$ cat src/rtl/hdlc_rx_frame_ctrl.sv
// HDLC receive frame sequencer: turns flag/abort/byte strobes from the Rx datapath into
// registered frame control (valid window, buffer writes, EoF, abort, overflow, frame size).
module hdlc_rx_frame_ctrl #(
    parameter int MAX_BYTES = 128,
    parameter int FCS_BYTES = 2
) (
    input  logic                         Clk,
    input  logic                         Rst,
    input  logic                         Rx_Enable,
    input  logic                         Rx_Drop,
    input  logic                         Rx_FlagDetect,
    input  logic                         Rx_AbortDetect,
    input  logic                         Rx_NewByte,
    input  logic [7:0]                   Rx_DataIn,
    output logic                         Rx_ValidFrame,
    output logic                         Rx_WrBuff,
    output logic [$clog2(MAX_BYTES)-1:0] Rx_WrAddr,
    output logic [7:0]                   Rx_DataBuff,
    output logic                         Rx_EoF,
    output logic                         Rx_AbortSignal,
    output logic                         Rx_Overflow,
    output logic                         Rx_FrameError,
    output logic [7:0]                   Rx_FrameSize
);

    localparam int AW = $clog2(MAX_BYTES);
    localparam int CW = $clog2(MAX_BYTES + 1);
    localparam logic [CW-1:0] CNT_MAX = CW'(MAX_BYTES);
    localparam logic [CW-1:0] CNT_FCS = CW'(FCS_BYTES);

    typedef enum logic [1:0] {IDLE, OPEN, FRAME, CLOSE} state_t;

    state_t        state, stateNext;
    logic [CW-1:0] count, countNext;
    logic [CW-1:0] payload;
    logic          reopen, reopenNext;
    logic          validNext, wrNext, eofNext, abortNext, ovfNext, errNext;
    logic [AW-1:0] addrNext;
    logic [7:0]    dataNext, sizeNext;

    // count never exceeds MAX_BYTES, so the payload is already clipped to the buffer depth
    assign payload = (count > CNT_FCS) ? count - CNT_FCS : '0;

    // NOTE: every signal assigned here gets a default first, so no path can infer a latch.
    always_comb begin
        stateNext  = state;
        countNext  = count;
        reopenNext = reopen;
        validNext  = Rx_ValidFrame;
        wrNext     = 1'b0;
        addrNext   = Rx_WrAddr;
        dataNext   = Rx_DataBuff;
        eofNext    = 1'b0;
        abortNext  = 1'b0;
        ovfNext    = Rx_Overflow;
        errNext    = Rx_FrameError;
        sizeNext   = Rx_FrameSize;

        unique case (state)
            IDLE: begin
                if (Rx_Enable && Rx_FlagDetect)
                    stateNext = OPEN;
            end
            OPEN: begin
                // Losing the enable or a drop between frames just falls back to hunting quietly
                if (!Rx_Enable || Rx_Drop || Rx_AbortDetect) begin
                    stateNext = IDLE;
                end else if (Rx_NewByte && !Rx_FlagDetect) begin
                    stateNext = FRAME;
                    validNext = 1'b1;
                    wrNext    = 1'b1;
                    addrNext  = '0;
                    dataNext  = Rx_DataIn;
                    ovfNext   = 1'b0;
                    errNext   = 1'b0;
                    countNext = CW'(1);
                end
            end
            FRAME: begin
                if (!Rx_Enable || Rx_Drop) begin
                    stateNext  = CLOSE;
                    reopenNext = 1'b0;
                    validNext  = 1'b0;
                    errNext    = 1'b1;
                end else if (Rx_AbortDetect) begin
                    stateNext  = CLOSE;
                    reopenNext = 1'b0;
                    validNext  = 1'b0;
                    abortNext  = 1'b1;
                end else if (Rx_FlagDetect) begin
                    stateNext  = CLOSE;
                    reopenNext = 1'b1;
                    validNext  = 1'b0;
                end else if (Rx_NewByte) begin
                    if (count < CNT_MAX) begin
                        wrNext    = 1'b1;
                        addrNext  = AW'(count);
                        dataNext  = Rx_DataIn;
                        countNext = count + CW'(1);
                    end else begin
                        ovfNext = 1'b1;
                    end
                end
            end
            CLOSE: begin
                eofNext   = 1'b1;
                sizeNext  = 8'(payload);
                countNext = '0;
                if (reopen && (count <= CNT_FCS))
                    errNext = 1'b1;
                // A closing flag doubles as the opening flag of the next frame
                stateNext = reopen ? OPEN : IDLE;
            end
        endcase
    end

    // NOTE: sequential state uses non-blocking assignments so every register samples pre-edge values.
    always_ff @(posedge Clk or posedge Rst) begin
        if (Rst) begin
            state          <= IDLE;
            count          <= '0;
            reopen         <= 1'b0;
            Rx_ValidFrame  <= 1'b0;
            Rx_WrBuff      <= 1'b0;
            Rx_WrAddr      <= '0;
            Rx_DataBuff    <= '0;
            Rx_EoF         <= 1'b0;
            Rx_AbortSignal <= 1'b0;
            Rx_Overflow    <= 1'b0;
            Rx_FrameError  <= 1'b0;
            Rx_FrameSize   <= '0;
        end else begin
            state          <= stateNext;
            count          <= countNext;
            reopen         <= reopenNext;
            Rx_ValidFrame  <= validNext;
            Rx_WrBuff      <= wrNext;
            Rx_WrAddr      <= addrNext;
            Rx_DataBuff    <= dataNext;
            Rx_EoF         <= eofNext;
            Rx_AbortSignal <= abortNext;
            Rx_Overflow    <= ovfNext;
            Rx_FrameError  <= errNext;
            Rx_FrameSize   <= sizeNext;
        end
    end

endmodule
$ cat config.mk
export PLATFORM = sky130hd
export DESIGN_NAME = hdlc_rx_frame_ctrl
export DESIGN_NICKNAME = d
export VERILOG_FILES = /design/src/rtl/hdlc_rx_frame_ctrl.sv
export SDC_FILE = /design/constraint.sdc
export NUM_CORES = 1
export LEC_CHECK = 0
export CORE_ASPECT_RATIO = 1.25
export CORE_UTILIZATION = 50
export CTS_CLUSTER_SIZE = 25
export DETAILED_ROUTE_END_ITERATION = 12
export GPL_TIMING_DRIVEN = 1
export PLACE_DENSITY = 0.79
export SLEW_MARGIN = 10
export SYNTH_ARGS = -nofsm -noshare
export SYNTH_HDL_FRONTEND = slang
export SYNTH_SLANG_ARGS = --single-unit
$ cat constraint.sdc
create_clock -name Clk -period 2.5 [get_ports Clk]
set_clock_uncertainty 0.05 [all_clocks]
set_input_delay 0.5 -clock Clk [delete_from_list [all_inputs] [get_ports Clk]]
set_output_delay 0.5 -clock Clk [all_outputs]
set_load 0.02 [all_outputs]
==> metrics.md <==
| Metric | Value |
|---|---|
| Largest family of logic cells by synthesized area | `compound AO/OA/AOI/OAI gates` |
| Max_slew headroom | `between 60% and 70%` |
| Post-synth top area cell | `dfrtp_1` |
| CP Capture Type | `flop` |
| Fmax | `439 MHz` |
| FP Rows | `25` |
| Worst VDD drop | `roughly 0.53 mV` |
| Fillers | `309` |
| Met2 wire length | `approximately 2.2 mm` |
| Area share of xor/xnor cells in the synthesized design | `under 10%` |
| Die ar. | `0.00429 sq mm` |
| Worst EP required | `roughly 2.7 ns` |
| Clk slew on worst S/H paths | `approximately 0.080 ns` |
| Async SR Flop Fraction | `100%` |
| Via count normalized by instance count | `5.43` |
| CP Launch Type | `input port` |
| Area of the multi-input gates | `around 910 sq um` |
| Final antenna-violating net count | `0` |
| DR pass1 iterations | `4` |
| Final HPWL DP | `3.06 mm` |
| Most common cell after layout, fill and taps aside | `clkdlybuf4s50_1` |
| CTS tree | `yes` |
| RSZ-0062 raised after global routing | `false` |
| CTS sink count | `40` |
| # IOs | `44` |
| Top Layer Used | `met4` |
| Via Count | `1651` |
| EDFF count, synth | `0` |
| All-layer global routing usage | `around 22%` |
| Synth Flop Type | `dfrtp_1` |
| Tcrit/Tclk final | `91.1%` |
| Initial antenna violation count | `0` |
| Metal-1 WL | `1.81 mm` |
| Clk buf depth | `2` |
| Leakage | `1.16 nW` |
| Post-synthesis sequential area ratio | `49.7%` |
| Worst-Margin Slew | `0.594 ns` |
| Global-route wire length before repair | `7.10 mm` |
| Setup Crit Path Kind | `in2reg` |
| Post-CTS Setup Inserts | `0` |
| Met3 WL | `161 um` |
| Hold-fix buffers, CTS | `0` |
| Vias in the first global route | `~1600` |
| Resize count post-CTS | `0` |
| WP data arrival | `approximately 2.5 ns` |
| Placed Area | `roughly 0.0026 sq mm` |
| Most frequent cells in the layout | `clkdlybuf4s50_1, dfrtp_1, o21ai_0, buf_4, inv_1` |
| Initial core utilization | `52.8%` |
| Die width | `58.8 um` |
| Port buffer count | `43` |
| Total clock buffers created by CTS | `5` |
| Layout cell share with drive strength beyond 1 | `14.4%` |
| Synth Area in Compound Gates | `between 20 and 25%` |
| Core footprint | `0.00382 sq mm` |
| Wire per inst | `~14 um` |
| Share of the synthesized area in the top cell type | `49.7%` |
| Post-synthesis net count | `220` |
| YS warnings | `0` |
| Syn_area_per_cell | `10.3 sq um` |
| Synth Area in Simple Gates | `approximately 11%` |
| Post-synthesis mux area share | `6.02%` |
| Routed Wire Length | `~4.2 mm` |
| Largest net degree at the start of global routing | `41` |
| CP cell instances | `clkdlybuf4s50_1, or3b_1, o31a_1, buf_4, nor4_1, o22a_1` |
| Die extent in y | `73.0 um` |
| Hold WS | `between 0.4 and 0.5 ns` |
| Final Hold Fails | `0` |
| CTS Root Cell | `clkbuf_8` |
| RePlAce Congestion | `slightly below 0.8` |
| Cells after Synth | `just under 200` |
| Final min period | `2.28 ns` |
| Crit-path max cell delay | `a little under 0.5 ns` |
| Area share of fa/ha/maj cells after synthesis | `5.59%` |
| Final Instance Area | `around 0.0027 sq mm` |
| Pwr dens | `roughly 1000 mW/mm^2` |
| GRT overflow | `0` |
| Area grow syn2layout | `33.4%` |
| Final Slew Violations | `0` |
| MaxCap Viol Count | `0` |
| Fin cells | `304` |
| Mapped cell area | `0.00202 sq mm` |
| Dominant cells by area after synthesis | `dfrtp_1, ha_1, mux2_2` |
| # nets final | `273` |
| Crit-path max FO | `8` |
| Yosys cell types | `46` |
| H-tree lvl count | `2` |
| Placed Instances | `296` |
| Flops & latches, synth | `40` |
| Clk_lat worst skew | `0.30 ns` |
| Crit-path slowest cell | `clkdlybuf4s50_1` |
| Ant diodes | `0` |
| DRC | `0` |
| Worst min-delay path category | `reg2reg` |
| Register cell area after layout | `0.00100 sq mm` |
| Initial DRC count | `68` |
| Setup Viol. Count Final | `0` |
| Run status | `complete, no violations` |
-- power by group --
group	switching, mW	internal (mW)	total, mW
logic	0.677	0.697	1.37
clock network	0.220	0.220	0.440
registers	0.139	0.857	0.997
-- cells in the mapped netlist, types with 2 or more instances --
| cell type | n |
|---|---|
| a31oi_1 | 2 |
| o31a_1 | 2 |
| nor2b_1 | 2 |
| o21bai_1 | 2 |
| nor4_1 | 4 |
| nand2_1 | 12 |
| o211ai_1 | 2 |
| ha_1 | 9 |
| xnor2_1 | 3 |
| or2_2 | 2 |
| o41ai_1 | 3 |
| a21oi_1 | 6 |
| clkbuf_1 | 11 |
| inv_1 | 14 |
| o21ai_0 | 15 |
| nand2b_1 | 2 |
| nor3_1 | 3 |
| o22a_1 | 2 |
| a2bb2oi_1 | 3 |
| nor2_1 | 10 |
| dfrtp_1 | 40 |
| o31ai_1 | 7 |
| o22ai_1 | 6 |
| nand3_1 | 2 |
| mux2i_1 | 2 |
| a211oi_1 | 2 |
| mux2_2 | 9 |
-- layer usage --
metal  vias up  track usage [%]
met4         0             8.47
li1        815                -
met3         8             4.43
met5         -                0
met2        42             37.4
met1       786             26.5
-- cell families (layout without fill, tap and decap cells) --
logic type,Yosys count,count (layout)
compound gates,60,60
xor+xnor,4,4
fa+ha+maj,9,9
buf+inv,27,81
flops,40,40
mux,11,11
simple gates,45,45
-- cell type report --
| class | instances | share of cell area, % |
|---|---|---|
| inverters | 14 | 1.95 |
| clock inverters | 2 | 0.372 |
| multi-input cells | 129 | 33.9 |
| repair buffers | 59 | 20.9 |
| clock buffers | 6 | 3.07 |
| flip-flops and latches | 40 | 37.2 |
| well taps | 54 | 2.51 |
-- per-stage QoR --
stage / utilization, % / total power [mW] / TNS (ns) / setup slack, ns
6_report: 70.5 / 2.81 / 0 / 0.223
5_1_grt: 70.5 / 2.98 / 0 / 0.149
4_1_cts: 70.5 / 2.83 / 0 / 0.242
3_5_place_dp: 68.0 / 2.39 / -0.192 / -0.0561
3_3_place_gp: 68.0 / 2.35 / -0.0450 / -0.0238
2_1_floorplan: - / 1.80 / 0 / 0.323
-- sequential cells by signal, indices dropped and copies added, names as in the netlist, named ones only --
register        flops
Rx_EoF              1
reopen              1
Rx_DataBuff         8
Rx_WrBuff           1
count               8
Rx_Overflow         1
Rx_WrAddr           7
Rx_FrameSize        8
Rx_FrameError       1
Rx_ValidFrame       1
state               1
Rx_AbortSignal      1
-- worst max-delay path: cells and delay by family --
| kind | cells | cell delay, ns |
|---|---|---|
| AO/OA/AOI/OAI | 2 | 0.58 |
| buffers and inverters | 2 | 0.68 |
| AND/OR/NAND/NOR | 2 | 0.70 |
-- path summary, 6_finish.rpt --
| path | endpoint | start | depth (start not counted) | slack, ns |
|---|---|---|---|---|
| worst max-delay path | count[7] | Rx_Enable | 6 | 0.22 |
| worst min-delay path | Rx_FrameError | Rx_FrameError | 1 | 0.45 |
| worst max register to register | Rx_DataBuff[3] | flop | 8 | 0.31 |
| worst min register to register | Rx_FrameError | Rx_FrameError | 1 | 0.45 |
| max in group asynchronous | reopen | Rst | 3 | 1.47 |
| min in group asynchronous | Rx_Overflow | Rst | 3 | 0.57 |
(Power assumes the default switching activity.)
